File: src/rtl/pac_catch_ctrl_pkg.sv
// Shared types and defaults for the Pac-Man catch/lives controller and its
// position-overlap helper.
package pac_catch_ctrl_pkg;

    // Coordinate and lives widths used across the actor interface.
    localparam int COORD_W = 9;
    localparam int LIVES_W = 3;

    // Default tuning for the red ghost.
    localparam int GHOST_COLLIDE_DIST    = 4;
    localparam int FREEZE_FRAMES_DEFAULT = 60;
    localparam int INIT_LIVES_DEFAULT    = 3;

    typedef logic [COORD_W-1:0] coord_t;
    typedef logic [LIVES_W-1:0] lives_t;

    // Game flow states.
    typedef enum logic [1:0] {
        PLAY      = 2'd0,
        CAUGHT    = 2'd1,
        RESPAWN   = 2'd2,
        GAME_OVER = 2'd3
    } game_state_t;

endpackage

File: src/rtl/pac_catch_ctrl_if.sv
// Actor-position / game-status bundle between the movers (master side) and
// the catch controller (slave side).
interface pac_catch_ctrl_if;
    import pac_catch_ctrl_pkg::*;

    logic   frame_stb;
    logic   start_btn;
    coord_t x_pac;
    coord_t y_pac;
    coord_t x_red;
    coord_t y_red;
    logic   move_stb;
    logic   actor_rst;
    logic   caught;
    lives_t lives;
    logic   game_over;

    // Movers / top level: supply positions and strobes, consume game status.
    modport master (
        output frame_stb, start_btn, x_pac, y_pac, x_red, y_red,
        input  move_stb, actor_rst, caught, lives, game_over
    );

    // Catch controller: the opposite view.
    modport slave (
        input  frame_stb, start_btn, x_pac, y_pac, x_red, y_red,
        output move_stb, actor_rst, caught, lives, game_over
    );

endinterface

File: src/rtl/pac_catch_ctrl_overlap.sv
// actor_overlap: purely combinational box test between two actors. Both
// axes must be strictly closer than COLLIDE_DIST pixels. Reused for pellet
// and extra-ghost checks.
module actor_overlap
    import pac_catch_ctrl_pkg::*;
#(
    parameter int COLLIDE_DIST = GHOST_COLLIDE_DIST
) (
    input  coord_t x_a,
    input  coord_t y_a,
    input  coord_t x_b,
    input  coord_t y_b,
    output logic   overlap
);

    localparam logic [COORD_W:0] DIST = COLLIDE_DIST[COORD_W:0];

    // Zero-extend both coordinates to a signed difference, then fold to a
    // magnitude; the range is -511..511 so negation never overflows.
    function automatic logic [COORD_W:0] abs_diff(input coord_t a, input coord_t b);
        logic signed [COORD_W:0] d;
        d = $signed({1'b0, a}) - $signed({1'b0, b});
        abs_diff = d[COORD_W] ? $unsigned(-d) : $unsigned(d);
    endfunction

    logic [COORD_W:0] dx_abs;
    logic [COORD_W:0] dy_abs;

    // Strict less-than on both axes.
    always_comb begin
        dx_abs  = abs_diff(x_a, x_b);
        dy_abs  = abs_diff(y_a, y_b);
        overlap = (dx_abs < DIST) && (dy_abs < DIST);
    end

endmodule

File: src/rtl/pac_catch_ctrl.sv
// pac_catch_ctrl: decides when the red ghost catches Pac-Man, owns the lives
// counter and the play / caught / respawn / game-over flow, and feeds the
// movers their step strobe and a one-cycle respawn reset.
module pac_catch_ctrl
    import pac_catch_ctrl_pkg::*;
#(
    parameter int INIT_LIVES    = INIT_LIVES_DEFAULT,
    parameter int COLLIDE_DIST  = GHOST_COLLIDE_DIST,
    parameter int FREEZE_FRAMES = FREEZE_FRAMES_DEFAULT
) (
    input  logic             vga_pix_clk,
    input  logic             rst,
    pac_catch_ctrl_if.slave  bus
);

    localparam int CNT_W = $clog2(FREEZE_FRAMES + 1);
    localparam logic [CNT_W-1:0] FREEZE_LOAD = CNT_W'(FREEZE_FRAMES);
    localparam logic [CNT_W-1:0] CNT_ONE     = CNT_W'(1);
    localparam lives_t           LIVES_LOAD  = LIVES_W'(INIT_LIVES);
    localparam lives_t           LIVES_ONE   = LIVES_W'(1);

    game_state_t      state_q, state_d;
    lives_t           lives_q, lives_d;
    logic [CNT_W-1:0] cnt_q, cnt_d;
    logic             caught_q, caught_d;
    logic             actor_rst_q, actor_rst_d;
    logic             game_over_q, game_over_d;
    logic             overlap;

    actor_overlap #(
        .COLLIDE_DIST (COLLIDE_DIST)
    ) u_red_overlap (
        .x_a     (bus.x_pac),
        .y_a     (bus.y_pac),
        .x_b     (bus.x_red),
        .y_b     (bus.y_red),
        .overlap (overlap)
    );

    // Next-state logic: catch detection in PLAY, frame-counted freeze,
    // single-cycle respawn and restart from game over.
    always_comb begin
        state_d  = state_q;
        lives_d  = lives_q;
        cnt_d    = cnt_q;
        caught_d = 1'b0;
        unique case (state_q)
            PLAY: begin
                if (bus.frame_stb && overlap) begin
                    state_d  = CAUGHT;
                    caught_d = 1'b1;
                    lives_d  = lives_q - LIVES_ONE;
                    cnt_d    = FREEZE_LOAD;
                end
            end
            CAUGHT: begin
                if (bus.frame_stb) begin
                    if (cnt_q == CNT_ONE) begin
                        state_d = (lives_q == '0) ? GAME_OVER : RESPAWN;
                    end else begin
                        cnt_d = cnt_q - CNT_ONE;
                    end
                end
            end
            RESPAWN: begin
                state_d = PLAY;
            end
            GAME_OVER: begin
                if (bus.start_btn) begin
                    lives_d = LIVES_LOAD;
                    state_d = RESPAWN;
                end
            end
            default: begin
                state_d = RESPAWN;
            end
        endcase
        // Status outputs are registered views of the state being entered.
        actor_rst_d = (state_d == RESPAWN);
        game_over_d = (state_d == GAME_OVER);
    end

    // State and registered outputs; reset lands in RESPAWN so the movers get
    // their spawn reset straight away.
    always_ff @(posedge vga_pix_clk) begin
        if (rst) begin
            state_q     <= RESPAWN;
            lives_q     <= LIVES_LOAD;
            cnt_q       <= '0;
            caught_q    <= 1'b0;
            actor_rst_q <= 1'b1;
            game_over_q <= 1'b0;
        end else begin
            state_q     <= state_d;
            lives_q     <= lives_d;
            cnt_q       <= cnt_d;
            caught_q    <= caught_d;
            actor_rst_q <= actor_rst_d;
            game_over_q <= game_over_d;
        end
    end

    // Movers step only while playing; the catching frame still steps.
    assign bus.move_stb  = bus.frame_stb && (state_q == PLAY);
    assign bus.actor_rst = actor_rst_q;
    assign bus.caught    = caught_q;
    assign bus.lives     = lives_q;
    assign bus.game_over = game_over_q;

endmodule

File: src/flat_wrapper.sv
// flat-port wrapper written by rule: the top's interface ports become plain ports
module pac_catch_ctrl_flat import pac_catch_ctrl_pkg::*;
#(
    parameter int INIT_LIVES    = INIT_LIVES_DEFAULT,
    parameter int COLLIDE_DIST  = GHOST_COLLIDE_DIST,
    parameter int FREEZE_FRAMES = FREEZE_FRAMES_DEFAULT
)
  (vga_pix_clk, rst, bus_frame_stb, bus_start_btn, bus_x_pac, bus_y_pac, bus_x_red, bus_y_red, bus_move_stb, bus_actor_rst, bus_caught, bus_lives, bus_game_over);
  pac_catch_ctrl_if bus_i ();
  input  logic vga_pix_clk;
  input  logic rst;
  input wire logic [$bits(bus_i.frame_stb)-1:0] bus_frame_stb;
  input wire logic [$bits(bus_i.start_btn)-1:0] bus_start_btn;
  input wire logic [$bits(bus_i.x_pac)-1:0] bus_x_pac;
  input wire logic [$bits(bus_i.y_pac)-1:0] bus_y_pac;
  input wire logic [$bits(bus_i.x_red)-1:0] bus_x_red;
  input wire logic [$bits(bus_i.y_red)-1:0] bus_y_red;
  output wire logic [$bits(bus_i.move_stb)-1:0] bus_move_stb;
  output wire logic [$bits(bus_i.actor_rst)-1:0] bus_actor_rst;
  output wire logic [$bits(bus_i.caught)-1:0] bus_caught;
  output wire logic [$bits(bus_i.lives)-1:0] bus_lives;
  output wire logic [$bits(bus_i.game_over)-1:0] bus_game_over;
  assign bus_i.frame_stb = bus_frame_stb;
  assign bus_i.start_btn = bus_start_btn;
  assign bus_i.x_pac = bus_x_pac;
  assign bus_i.y_pac = bus_y_pac;
  assign bus_i.x_red = bus_x_red;
  assign bus_i.y_red = bus_y_red;
  assign bus_move_stb = bus_i.move_stb;
  assign bus_actor_rst = bus_i.actor_rst;
  assign bus_caught = bus_i.caught;
  assign bus_lives = bus_i.lives;
  assign bus_game_over = bus_i.game_over;
  pac_catch_ctrl #(.INIT_LIVES(INIT_LIVES), .COLLIDE_DIST(COLLIDE_DIST), .FREEZE_FRAMES(FREEZE_FRAMES)) u_core (.vga_pix_clk(vga_pix_clk), .rst(rst), .bus(bus_i));
endmodule
File: config.mk
export PLATFORM = sky130hd
export DESIGN_NAME = pac_catch_ctrl_flat
export DESIGN_NICKNAME = d
export VERILOG_FILES = /design/src/rtl/pac_catch_ctrl_pkg.sv /design/src/rtl/pac_catch_ctrl_if.sv /design/src/rtl/pac_catch_ctrl_overlap.sv /design/src/rtl/pac_catch_ctrl.sv /design/src/flat_wrapper.sv
export SDC_FILE = /design/constraint.sdc
export NUM_CORES = 1
export LEC_CHECK = 0
export BUFFER_PORTS_ARGS = -buffer_cell sky130_fd_sc_hd__buf_4
export CAP_MARGIN = 0
export CORE_MARGIN = 10
export CORE_UTILIZATION = 35
export DETAILED_ROUTE_END_ITERATION = 8
export PLACE_DENSITY = 0.59
export SETUP_SLACK_MARGIN = 0.4
export SYNTH_ARGS = -nofsm -noshare
export SYNTH_HDL_FRONTEND = slang
export SYNTH_SLANG_ARGS = --single-unit
File: constraint.sdc
create_clock -name vga_pix_clk -period 6.3 [get_ports vga_pix_clk]
set_clock_uncertainty 0.1 [all_clocks]
set_input_delay 0.945 -clock vga_pix_clk [delete_from_list [all_inputs] [get_ports vga_pix_clk]]
set_output_delay 0.945 -clock vga_pix_clk [all_outputs]
set_load 0.01 [all_outputs]
Word level (Yosys, flattened, before mapping)
Cells that the tools add are included.
- input bits: 40
- bits in registers: 14
- equality and inequality tests: 10
- reductions and logical operators: 10
- mux-type cells: 16
- $add $sub $neg: 6
- order comparisons: 2
- bitwise logic cells: 1
- operators by type and width (kind ; count):
    less-than comparator 10 x 3 -> 1 bit (second input constant) ; 2
    2-to-1 mux 10 bit ; 2
    negator 10 bit ; 2
    subtractor 9 x 9 -> 10 bit ; 2
    2-to-1 mux 6 bit ; 3
    case mux 6 bit (2 select lines) ; 1
    == test 2 bit (second input constant) ; 4
    2-to-1 mux 2 bit ; 4
    case mux 2 bit (4 select lines) ; 1
    == test 6 x 1 -> 1 bit (second input constant) ; 1
    2-to-1 mux 3 bit ; 2
    inequality test 2 bit (second input constant) ; 3
    case mux 3 bit (2 select lines) ; 1
    subtractor 6 x 1 -> 6 bit (second input constant) ; 1
    AND reduction 4 bit ; 1
    nonzero test 2 bit ; 2
    logical AND 1 bit ; 3
    zero test 3 bit ; 1
    AND reduction 3 bit ; 1
    subtractor 3 x 1 -> 3 bit (second input constant) ; 1
    == test 2 x 1 -> 1 bit (second input constant) ; 1
    zero test 2 bit ; 1
    2-to-1 mux 1 bit ; 2
    inequality test 2 x 1 -> 1 bit (second input constant) ; 1
    other kinds (2) ; 2

Logic depth before layout (Yosys ltp)
- depth in word-level cells: 9
- depth in mapped cells: 13

Modules after synthesis
A second synthesis with hierarchy kept.
- cells, all modules: 257
- area total of the unflattened synthesis: 1964.4 um^2
- by module, submodules not included (module ; area an instance (um^2) ; times used ; cells each):
    actor_overlap ; 1253.7 ; 1 ; 177
    pac_catch_ctrl ; 710.7 ; 1 ; 80

Worst setup path before layout
OpenSTA, ideal clock, no wires.
- kind: input port to flip-flop
- start point: input bus_x_pac[0]
- end point: register u_core.lives_q[0], in the netlist u_core.bus.lives[0]
- setup time: 0.126 ns
- stages on the path: 13
- data required time: 6.074 ns
- setup slack: 2.640 ns
- path buffers: 1
- arrival time: 3.433 ns
- path through: inv_1 -> ha_1 -> fa_1 -> nand2b_1 -> a211oi_1 -> o21ai_0 -> a211oi_2 -> a21oi_1 -> nor4_2 -> o2111ai_2 -> buf_2 -> nor3_1 -> a31oi_1
- word-level cells in the longest chain between the ends: 8
- RTL lines (what ; line ; text):
    from (decl) ; flat_wrapper.sv:14 ; input wire logic [$bits(bus_i.x_pac)-1:0] bus_x_pac;
    subtractor 9 x 9 -> 10 bit (*) ; pac_catch_ctrl_overlap.sv:22 ; d = $signed({1'b0, a}) - $signed({1'b0, b});
    negator 10 bit ; pac_catch_ctrl_overlap.sv:23 ; abs_diff = d[COORD_W] ? $unsigned(-d) : $unsigned(d);
    2-to-1 mux 10 bit (*) ; pac_catch_ctrl_overlap.sv:23 ;
    less-than comparator 10 x 3 -> 1 bit (*) ; pac_catch_ctrl_overlap.sv:33 ; overlap = (dx_abs < DIST) && (dy_abs < DIST);
    logical AND 1 bit (*) ; pac_catch_ctrl_overlap.sv:33 ;
    logical AND 1 bit (*) ; pac_catch_ctrl.sv:49 ; if (bus.frame_stb && overlap) begin
    inequality test 2 x 1 -> 1 bit (no source line) (*) ; n/a ;
    AND reduction 3 bit (no source line) (*) ; n/a ;
    to (signal assigned) ; pac_catch_ctrl.sv:95 ; lives_q <= lives_d;
    to (decl) ; pac_catch_ctrl.sv:23 ; lives_t lives_q, lives_d;
Every way passes the cells marked *; elsewhere a longest branch is shown, timed or not.
A chain may end at the register's enable or synchronous reset.

Worst setup path after layout
- start point: input bus_x_red[0]
- end point: register u_core.cnt_q[1]
- word-level cells in the longest chain between the ends: 8
- RTL lines (what ; line ; text):
    from (decl) ; flat_wrapper.sv:16 ; input wire logic [$bits(bus_i.x_red)-1:0] bus_x_red;
    subtractor 9 x 9 -> 10 bit (*) ; pac_catch_ctrl_overlap.sv:22 ;
    negator 10 bit ; pac_catch_ctrl_overlap.sv:23 ;
    2-to-1 mux 10 bit (*) ; pac_catch_ctrl_overlap.sv:23 ;
    less-than comparator 10 x 3 -> 1 bit (*) ; pac_catch_ctrl_overlap.sv:33 ;
    logical AND 1 bit (*) ; pac_catch_ctrl_overlap.sv:33 ;
    logical AND 1 bit (*) ; pac_catch_ctrl.sv:49 ;
    inequality test 2 x 1 -> 1 bit (no source line) (*) ; n/a ;
    AND reduction 4 bit (no source line) (*) ; n/a ;
    to (signal assigned) ; pac_catch_ctrl.sv:96 ; cnt_q <= cnt_d;
    to (decl) ; pac_catch_ctrl.sv:24 ; logic [CNT_W-1:0] cnt_q, cnt_d;
Marks and branches as above.

==> impl_metrics.csv <==
group,metric,value,unit
cts,postCtsSetupBuffers,0,
final_layout,utilization,44.4,%
power,power_frac_comb,49.4,%
final_layout,nNetsFinal,380,
global_routing,grt_overflow_total,0,
sta,tightest_slew,0.670,ns
sta,fmax,0.248,GHz
cts,htreeDepth,1,
yosys,synth_seq_cells,14,
sta,slew_viol_final,0,
yosys,syn_area,2010,sq um
power,power_density,141,nW/um^2
worst_hold_path,worst_hold_path.num_cells,2,
run,maxCapViolations,0,
critical_path,max_stage_delay,0.47,ns
final_layout,layout-drive-gt1-share,19.4,%
final_layout,n_fill_cell,608,
global_routing,grt_use_met2,20.3,%
critical_path,path_cells,"buf_4, ha_1, fa_1, nand2b_1, a211oi_1, o21ai_0, a211oi_2, a21oi_1, nor4_2, o2111ai_2, and4b_1, a31o_1",
worst_hold_path,min_to,"u_core.bus.lives[2]",
floorplanning,rows,27,
yosys,async_reset_ff_share,0,%
final_layout,antenna_cells,0,
critical_path,worstReg2RegEnd,"u_core.cnt_q[1]",
worst_hold_path,worstHoldStart,"u_core.bus.lives[2]",
critical_path,worst-path-buf-inv,1,
power,p_sw,0.123,mW
detailed_routing,first_pass_iters,6,
power,max-vdd-ir-drop,0.0507,mV
global_routing,antenna_found_initial,0,
floorplanning,die_x,95.8,microns
placed_design,post-dp-hpwl,4190,microns
sta,whs,0.420,ns
final_layout,area_delta_synth_final,22.4,%
yosys,syn-num-nets,339,
sta,finalHoldViolCount,0,
cts,cts_num_sinks,14,
critical_path,crit_family,"compound AO/OA/AOI/OAI gates",
yosys,ys.warnings.count,0,
critical_path,slowest_stage,"fa_1",
critical_path,worstPathArrival,4.08,ns
worst_hold_path,worstHoldPathType,"flip-flop to flip-flop",
sta,relSlewSlack,55.3,%
cts,cts-hold-fix-buffers,0,
detailed_routing,wl_per_cell,13.0,microns
critical_path,reg2reg_slack,3.78,ns
power,power.internal,0.225,mW
global_routing,grt_use_met3,1.56,%
sta,setup_viol,0,
cts,cts_tree,"done",
cts,cts_resized,0,
detailed_routing,via_per_inst,5.24,
global_routing,grt_use_met1,13.7,%
global_routing,grt-busiest-layer,"met2",
global_routing,grt_max_degree,16,
floorplanning,core,5540,sq um
detailed_routing,drt_iter0_drc,62,
floorplanning,die_area,9180,sq um
critical_path,path_max_fanout,15,
sta,setup_tns,0,ns
sta,period_minus_slack,4.04,ns
detailed_routing,drt_wl_total,5030,microns
detailed_routing,antenna_left,0,
critical_path,timing.rr.start,"u_core.state_q[1]",
detailed_routing,via_count,2029,
detailed_routing,drc_errors,0,
cts,cts_buffer_depth,2,
yosys,seq_area_frac_synth,13.9,%
cts,clkSlewWorstSetupHoldPaths,0.06,ns
yosys,synth-main-ff-cell,"dfxtp_1",
critical_path,critPathKind,"input port to flip-flop",
sta,fin_crit_sh,64.1,%
global_routing,grt_usage,11.2,%
floorplanning,dieHeight,95.8,microns
critical_path,start_kind,"input port",
power,clock_power_share,24.7,%
placed_design,place_congestion,0.841,
critical_path,worstPathRequired,6.34,ns
power,swShare,35.4,%
power,pwr-share-seq,25.9,%
outcome,outcome,"finished, final reports clean",
critical_path,end_kind,"flip-flop",
cts,clkLatencyLatePin,0.24,ns
cts,cts_buffers,3,
yosys,synth_edf_count,0,
yosys,avgSynthCellArea,7.31,sq um
global_routing,grt_pass1_vias,2056,
yosys,ys_types,58,
cts,clockRootBuffer,"clkbuf_8",
floorplanning,initial_utilization,36.3,%
sta,rsz0062_at_grt,"no",
yosys,synth_cells,275,
placed_design,port-buffer-count,46,
power,power_leakage,1.10,nW
critical_path,reg2reg_depth,7,
floorplanning,io_pins,47,
global_routing,grt_pass1_wl,8890,microns
## area by class of cell
class | count | area (sq um) | area share [%]
multi-input combinational | 219 | 1570 | 63.8
timing repair buffer | 46 | 345 | 14.0
sequential | 14 | 280 | 11.4
inverter | 32 | 120 | 4.88
tap | 72 | 90.1 | 3.66
clock buffer | 4 | 55.1 | 2.24
## worst register-to-register path, cell delays in order (launching register included)
cell and delay, ns:
dfxtp_1 0.36, nor3b_1 0.30, a21boi_0 0.32, o311ai_0 0.21, nor4_2 0.19, o2111ai_2 0.41, and4b_1 0.34, a31o_1 0.18
## kinds of logic (layout without fill, tap and decap cells)
logic type | count (synthesis) | count (layout) | synth area share (%)
buf+inv | 42 | 82 | 7.97
compound gates | 80 | 80 | 28.3
mux | 4 | 4 | 2.12
xor+xnor | 12 | 12 | 5.23
fa+ha+maj | 24 | 24 | 15.7
flops | 14 | 14 | 13.9
simple gates | 99 | 99 | 26.8
## per-layer routing
metal / share of wire, % / wire length, microns
met4: 1.0 / 52
met3: 4.0 / 203
met5: 0 / 0
met1: 46 / 2310
met2: 49 / 2460
## layout by cell type, fill, tap and decap left out, types with 2 or more instances in the layout
cell	count
o311ai_0	4
a311o_1	2
dfxtp_1	14
a31o_2	2
a22oi_1	2
nand3_1	12
nor3b_1	3
nor2b_1	10
nand2_1	19
xnor2_1	8
and4_1	2
ha_1	22
nor4_1	4
buf_4	46
xor2_1	4
nor3_1	9
mux2i_1	2
clkbuf_8	4
or4_1	2
o21a_1	2
nand2b_1	5
o31ai_1	3
o21ai_0	13
a21oi_1	18
o211ai_1	5
and2_1	7
fa_1	2
nand4_1	2
a31oi_1	2
or3_1	2
a211oi_1	4
nor2_1	14
a21boi_0	2
a32oi_1	2
inv_1	32
mux2_2	2
or2_2	2
a21o_1	5
## state kept, by name (all words and copies together) (netlist names)
register	count
u_core.bus.game_over	1
u_core.bus.lives	3
u_core.state_q	2
u_core.bus.actor_rst	1
u_core.cnt_q	6
u_core.bus.caught	1
## power groups by stage
stage	clock network (mW)	registers, mW	logic [mW]
after floorplan	0	0.0920	0.125
after global placement	0	0.0919	0.171
after detailed placement	0	0.0919	0.172
after CTS	0.0883	0.0900	0.173
after global routing	0.0942	0.0901	0.196
final	0.0859	0.0900	0.172
## synth_stat cells, types with 3 or more instances
master | instances | share of area (%)
clkbuf_1 | 8 | 1.5
a211oi_1 | 4 | 1.5
xor2_1 | 4 | 1.7
o21ai_0 | 13 | 3.2
nor2b_1 | 10 | 3.1
nand2_1 | 19 | 3.5
nand3_1 | 12 | 3.0
nor2_1 | 14 | 2.6
dfxtp_1 | 14 | 14
nor3b_1 | 3 | 1.1
ha_1 | 22 | 14
a21oi_1 | 18 | 4.5
and2_1 | 7 | 2.2
nor4_1 | 4 | 1.2
a21o_1 | 5 | 1.9
xnor2_1 | 8 | 3.5
inv_1 | 32 | 6.0
nor3_1 | 9 | 2.2
o311ai_0 | 4 | 1.7
o211ai_1 | 5 | 1.9
o31ai_1 | 3 | 1.1
nand2b_1 | 5 | 1.6
## per-stage QoR
stage / cell area [sq um] / power, mW / std cells / worst slack (ns)
floorplan: 2010 / 0.217 / 275 / 2.64
global placement: 2410 / 0.263 / 383 / 2.11
detailed placement: 2410 / 0.264 / 383 / 2.01
CTS: 2460 / 0.351 / 387 / 2.27
global route: 2460 / 0.381 / 387 / 2.05
finish: 2460 / 0.348 / 387 / 2.26
## worst max-delay path by stage
stage	from	end	depth (start not counted)
detailed placement	bus_x_red[0]	u_core.cnt_q[1]	12
global route	bus_x_red[0]	u_core.cnt_q[1]	12
CTS	bus_x_red[0]	u_core.cnt_q[1]	12
floorplan	bus_x_pac[0]	u_core.bus.lives[0]	13
finish	bus_x_red[0]	u_core.cnt_q[1]	12
global placement	bus_x_red[0]	u_core.cnt_q[1]	12
Power figures use the tool's default switching activity.
